[config.mk]
export PLATFORM = sky130hd
export DESIGN_NAME = serial_queue_bridge
export DESIGN_NICKNAME = d
export VERILOG_FILES = /design/src/rtl/serial_queue_pkg.sv /design/src/rtl/sqb_tick_gen.sv /design/src/rtl/serial_queue_bridge.sv
export SDC_FILE = /design/constraint.sdc
export NUM_CORES = 1
export LEC_CHECK = 0
export CAP_MARGIN = 10
export CELL_PAD_IN_SITES_DETAIL_PLACEMENT = 0
export CELL_PAD_IN_SITES_GLOBAL_PLACEMENT = 1
export CORE_UTILIZATION = 40
export CTS_BUF_LIST = sky130_fd_sc_hd__clkbuf_2
export DETAILED_ROUTE_END_ITERATION = 12
export PLACE_DENSITY_LB_ADDON = 0.1
export SYNTH_ARGS = -nofsm -noshare
export SYNTH_HDL_FRONTEND = slang
export SYNTH_SLANG_ARGS = --single-unit
[constraint.sdc]
create_clock -name clock -period 4.6 [get_ports clock]
set_input_delay 0.92 -clock clock [delete_from_list [all_inputs] [get_ports clock]]
set_output_delay 0.92 -clock clock [all_outputs]
set_load 0.005 [all_outputs]
[src/rtl/serial_queue_pkg.sv]
// ============================================================================
// Module : serial_queue_pkg
// Brief  : Shared types and width helpers for the serial-in queue bridge.
// Rev    : 1.0  initial release
// ============================================================================
`default_nettype none

package serial_queue_pkg;

  typedef enum logic [1:0] {
    IDLE  = 2'd0,
    SHIFT = 2'd1,
    HOLD  = 2'd2
  } des_state_t;

  localparam int c_MIN_W = 1;

  // Counter/pointer width for values 0..n-1, never narrower than one bit.
  function automatic int sqb_width(input int n);
    return (n <= 2) ? c_MIN_W : $clog2(n);
  endfunction

endpackage

`default_nettype wire

[src/rtl/sqb_tick_gen.sv]
// ============================================================================
// Module : sqb_tick_gen
// Brief  : Free-running divider emitting a one-clock tick every DIV clocks.
// Rev    : 1.0  initial release
// ============================================================================
`default_nettype none

module sqb_tick_gen
  import serial_queue_pkg::*;
#(
  parameter int DIV = 10
) (
  input  logic clock,
  input  logic reset,
  output logic tick
);

  localparam int CNT_W = sqb_width(DIV);

  logic [CNT_W-1:0] r_cnt;
  logic             w_wrap;

  assign w_wrap = (r_cnt == CNT_W'(DIV - 1));
  assign tick   = w_wrap;

  always_ff @(posedge clock or posedge reset) begin
    if (reset) begin
      r_cnt <= '0;
    end else if (w_wrap) begin
      r_cnt <= '0;
    end else begin
      r_cnt <= r_cnt + CNT_W'(1);
    end
  end

endmodule

`default_nettype wire

[src/rtl/serial_queue_bridge.sv]
// ============================================================================
// Module : serial_queue_bridge
// Brief  : Serial deserializer handing words over a req/ack handshake into a
//          DEPTH-entry queue. Macro SERIAL_QUEUE_OVERWRITE_EN makes a full
//          queue overwrite its oldest entry instead of dropping the new word.
// Rev    : 1.0  initial release
// ============================================================================
`default_nettype none

module serial_queue_bridge
  import serial_queue_pkg::*;
#(
  parameter int DATA_W  = 8,
  parameter int DEPTH   = 8,
  parameter int DES_DIV = 10,
  parameter int Q_DIV   = 100
) (
  input  logic                       clock,
  input  logic                       reset,
  input  logic                       data_in,
  input  logic                       write_in,
  output logic                       status_out,
  input  logic                       dequeue_in,
  output logic [DATA_W-1:0]          data_out,
  output logic [$clog2(DEPTH+1)-1:0] len_out,
  output logic                       full_out,
  output logic                       empty_out,
  output logic                       overflow_out
);

  localparam int PTR_W = sqb_width(DEPTH);
  localparam int LEN_W = $clog2(DEPTH + 1);
  localparam int BIT_W = $clog2(DATA_W + 1);

  logic w_des_tick;
  logic w_q_tick;

  sqb_tick_gen #(.DIV(DES_DIV)) u_des_tick (
    .clock (clock),
    .reset (reset),
    .tick  (w_des_tick)
  );

  sqb_tick_gen #(.DIV(Q_DIV)) u_q_tick (
    .clock (clock),
    .reset (reset),
    .tick  (w_q_tick)
  );

  des_state_t        r_state;
  logic [DATA_W-1:0] r_sreg;
  logic [BIT_W-1:0]  r_bitcnt;
  logic              r_req;
  logic              r_ack;

  always_ff @(posedge clock or posedge reset) begin
    if (reset) begin
      r_state  <= IDLE;
      r_sreg   <= '0;
      r_bitcnt <= '0;
      r_req    <= 1'b0;
    end else if (w_des_tick) begin
      case (r_state)
        IDLE: begin
          if (write_in) begin
            r_sreg   <= {r_sreg[DATA_W-2:0], data_in};
            r_bitcnt <= BIT_W'(1);
            r_state  <= SHIFT;
          end
        end
        SHIFT: begin
          if (write_in) begin
            r_sreg   <= {r_sreg[DATA_W-2:0], data_in};
            r_bitcnt <= r_bitcnt + BIT_W'(1);
            if (r_bitcnt + BIT_W'(1) == BIT_W'(DATA_W)) begin
              r_state <= HOLD;
              r_req   <= 1'b1;
            end
          end
        end
        HOLD: begin
          if (r_ack) begin
            r_req   <= 1'b0;
            r_state <= IDLE;
          end
        end
        default: r_state <= IDLE;
      endcase
    end
  end

  assign status_out = (r_state != IDLE);

  logic [DATA_W-1:0] r_mem [DEPTH];
  logic [PTR_W-1:0]  r_wr_ptr;
  logic [PTR_W-1:0]  r_rd_ptr;
  logic [LEN_W-1:0]  r_len;
  logic [LEN_W-1:0]  w_len_nxt;
  logic              w_enq;
  logic              w_deq;
  logic              w_full;
  logic              w_wr_en;
  logic              w_ovw;
  logic              w_ovf;

  assign w_enq  = w_q_tick & r_req & ~r_ack;
  assign w_deq  = w_q_tick & dequeue_in & (r_len != '0);
  assign w_full = (r_len == LEN_W'(DEPTH));
  assign w_ovf  = w_enq & w_full & ~w_deq;

`ifdef SERIAL_QUEUE_OVERWRITE_EN
  assign w_wr_en = w_enq;
  assign w_ovw   = w_ovf;
`else
  assign w_wr_en = w_enq & (~w_full | w_deq);
  assign w_ovw   = 1'b0;
`endif

  // An overwrite both writes and retires one entry, so occupancy is unchanged.
  always_comb begin
    w_len_nxt = r_len;
    if (w_wr_en & ~w_deq & ~w_ovw) begin
      w_len_nxt = r_len + LEN_W'(1);
    end else if (w_deq & ~w_wr_en) begin
      w_len_nxt = r_len - LEN_W'(1);
    end
  end

  always_ff @(posedge clock) begin
    if (w_wr_en) begin
      r_mem[r_wr_ptr] <= r_sreg;
    end
  end

  always_ff @(posedge clock or posedge reset) begin
    if (reset) begin
      r_ack        <= 1'b0;
      r_wr_ptr     <= '0;
      r_rd_ptr     <= '0;
      r_len        <= '0;
      data_out     <= '0;
      full_out     <= 1'b0;
      empty_out    <= 1'b1;
      overflow_out <= 1'b0;
    end else if (w_q_tick) begin
      if (r_req & ~r_ack) begin
        r_ack <= 1'b1;
      end else if (~r_req & r_ack) begin
        r_ack <= 1'b0;
      end
      if (w_wr_en) begin
        r_wr_ptr <= (r_wr_ptr == PTR_W'(DEPTH - 1)) ? '0 : r_wr_ptr + PTR_W'(1);
      end
      if (w_deq | w_ovw) begin
        r_rd_ptr <= (r_rd_ptr == PTR_W'(DEPTH - 1)) ? '0 : r_rd_ptr + PTR_W'(1);
      end
      if (w_deq) begin
        data_out <= r_mem[r_rd_ptr];
      end
      if (w_ovf) begin
        overflow_out <= 1'b1;
      end
      r_len     <= w_len_nxt;
      full_out  <= (w_len_nxt == LEN_W'(DEPTH));
      empty_out <= (w_len_nxt == '0);
    end
  end

  assign len_out = r_len;

endmodule

`default_nettype wire

==> qor.yml <==
hold_violations: 0
clkTransAtPathRegs_ns: 0.27
yosysSeqAreaShare: 0.647
ant_nets: 0
insertion_delay_ns: 0.58
final_cells: 507
yosysTopAreaCellShare: 0.398
avgSynthCellArea_um2: 14.2
root_buffer: "clkbuf_2"
fin_tns_setup_ns: 0
total_power_mw: 1.62
rows: 39
ys_top_cells_by_area: "edfxtp_1 40%, dfrtp_1 24%, mux4_2 7.5%, nand2_1 3.9%, ha_1 2.3%"
tightest_slew_ns: 1.08
route.met3.wl_um: 233
dp_cells: 491
insertedDiodeCount: 0
nFillCells: 1069
crit_type: "reg -> out"
violations: "DRC"
ios: 21
port-buffer-count: 20
overflow: 0
wl_met2_mm: 3.71
final_nets: 373
numCtsBuffers: 9
worstPathMaxFanout: 10
grt_pass1_vias: 2607
status: "finished with violations"
ys_types: 56
ys_async_sr_fraction: 0.429
cts.repair.resized: 0
postSynthCellCount: 340
drt_first_pass_iters: 8
cp.arrival_ns: 1.89
layout-drive-gt1-share: 0.135
die_area_um2: 12500
p_leak_nw: 1.98
finalCritPeriodShare: 0.611
drc: 2
dp_hpwl_mm: 5.52
num_vias: 2607
synth_ff_type: "edfxtp_1"
wl_mm: 8.18
initial_utilization: 0.416
area_growth_pct: 9.45
ir_worst_vdd_mv: 0.195
first_iter_violations: 108
post_cts_buffers: 0
synth_area_um2: 4830
setup_viol: 0
grt_start_max_net_pins: 37
syn_nets: 354
drv_cap: 0
timing.final.crit_period_ns: 2.81
cts_tree: "yes"
start_kind: "flip-flop"
slew_headroom: 0.281
cts_hold_buf: 0
place_congestion: 0.662
die_w_um: 112
viasPerCell: 5.14
end_kind: "output port"
synth_largest_area_cell: "edfxtp_1"
cp.required_ns: 3.68
core_area_um2: 11600
clockBufferDepth: 2
drt-met1-wl_mm: 4.16
rsz0062_at_grt: "false"
grt_first_pass_wirelength_mm: 13.8
fin_area_um2: 5290
wl_per_cell_um: 16.1
fmax_mhz: 356
fp.dieH_um: 112
hold_class: "reg -> reg"
routed.top_layer: "met4"
skew_ns: 0.0265
cts_max_level: 3
power_density_nw_per_um2: 306
placed_cell_area_um2: 5160
grt_util_all_layers: 0.146
synth_edf_count: 64
drv_slew: 0
yosys_warnings: 0
synth-seq-cells: 112
cts.sinks: 112
antenna_found_initial: 0
## logic make-up after synthesis
group	after synthesis	share of synthesized area
buf+inv	22	0.0207
flops	112	0.647
xor+xnor	9	0.0163
compound gates	43	0.0585
fa+ha+maj	9	0.0233
mux	32	0.111
simple gates	113	0.124
## per-layer routing
metal	up-vias	GRT usage
met3	6	0.0490
met4	0	0.0378
li1	1292	-
met1	1287	0.202
met5	-	0
met2	22	0.219
## placed cells by master, fill, tap and decap left out, drive strengths merged, types with 3 or more instances in the layout
cell type,Yosys,final
a21oi,3,3
clkdlybuf4s50,0,20
nand3,9,9
xor2,3,3
mux2i,9,9
xnor2,6,6
ha,9,9
edfxtp,64,64
o31ai,3,3
o21ai,18,18
nor2,19,19
nand2,50,50
and3,5,5
mux2,7,7
buf,9,3
nand2b,5,5
nor3b,3,3
a21o,3,3
nor3,8,8
mux4,16,16
inv,7,7
a22o,4,4
clkbuf,6,12
dfrtp,47,47
## flip-flops by register name, summed over array words and instances, names as in the netlist, 3 cells and up
register and count:
data_out 8, len_out 4, r_bitcnt 4, r_mem 64, r_rd_ptr 3, r_sreg 8
r_wr_ptr 3, u_des_tick.r_cnt 4, u_q_tick.r_cnt 7
## cell type report
class,instances,area [um^2],area share
Clock buffer,12,60.1,0.0114
Timing Repair Buffer,23,223,0.0421
Multi-Input combinational cell,206,1610,0.304
Sequential cell,112,3120,0.591
Clock inverter,4,68.8,0.0130
Inverter,7,26.3,0.00497
Tap cell,143,179,0.0338
## path summary, 6_finish.rpt
path	cells after the start	from	slack, ns	end
max	2	r_state[0]$_DFFE_PP0P_	1.79	status_out
min	2	empty_out$_DFFE_PP1N_	0.50	empty_out$_DFFE_PP1N_
max reg2reg	5	u_q_tick.r_cnt[2]$_DFF_PP0_	2.10	r_mem[2][5]$_DFFE_PP_
min reg2reg	2	empty_out$_DFFE_PP1N_	0.50	empty_out$_DFFE_PP1N_
max in group asynchronous	3	reset	3.14	r_sreg[3]$_DFFE_PP0P_
min in group asynchronous	2	reset	0.75	data_out[5]$_DFFE_PP0P_
## power breakdown
part,internal (mW),switching (mW)
registers,1.07,0.0167
clock network,0.183,0.297
logic,0.0237,0.0301
total,1.28,0.344
## cells in the mapped netlist (2+ instances only)
library cell,count
edfxtp_1,64
nand2_1,50
dfrtp_1,47
nor2_1,19
mux4_2,16
o21ai_1,14
ha_1,9
mux2i_1,9
inv_1,7
nand3_1,7
nor3_1,7
clkbuf_1,6
xnor2_1,6
and3_1,5
buf_2,5
a22o_1,4
nand2b_1,4
o21ai_0,4
a21o_1,3
mux2_1,3
nor3b_1,3
o31ai_1,3
xor2_1,3
a211o_1,2
a211oi_1,2
a21oi_1,2
buf_1,2
mux2_2,2
mux2_4,2
nand3b_1,2
nor2b_1,2
o22ai_1,2
## through the flow
step,hold slack (ns),utilization,setup WS (ns)
finish,0.496,0.455,1.79
global route,0.528,0.455,1.65
global placement,0.468,0.444,1.45
detailed placement,0.473,0.444,1.39
CTS,0.503,0.455,1.71
floorplan,0.452,-,2.11
## critical path: stages, from the launching register on
cell and delay [ns]:
dfrtp_1 0.54, or2_2 0.33, clkdlybuf4s50_1 0.44
(Power assumes the default switching activity.)
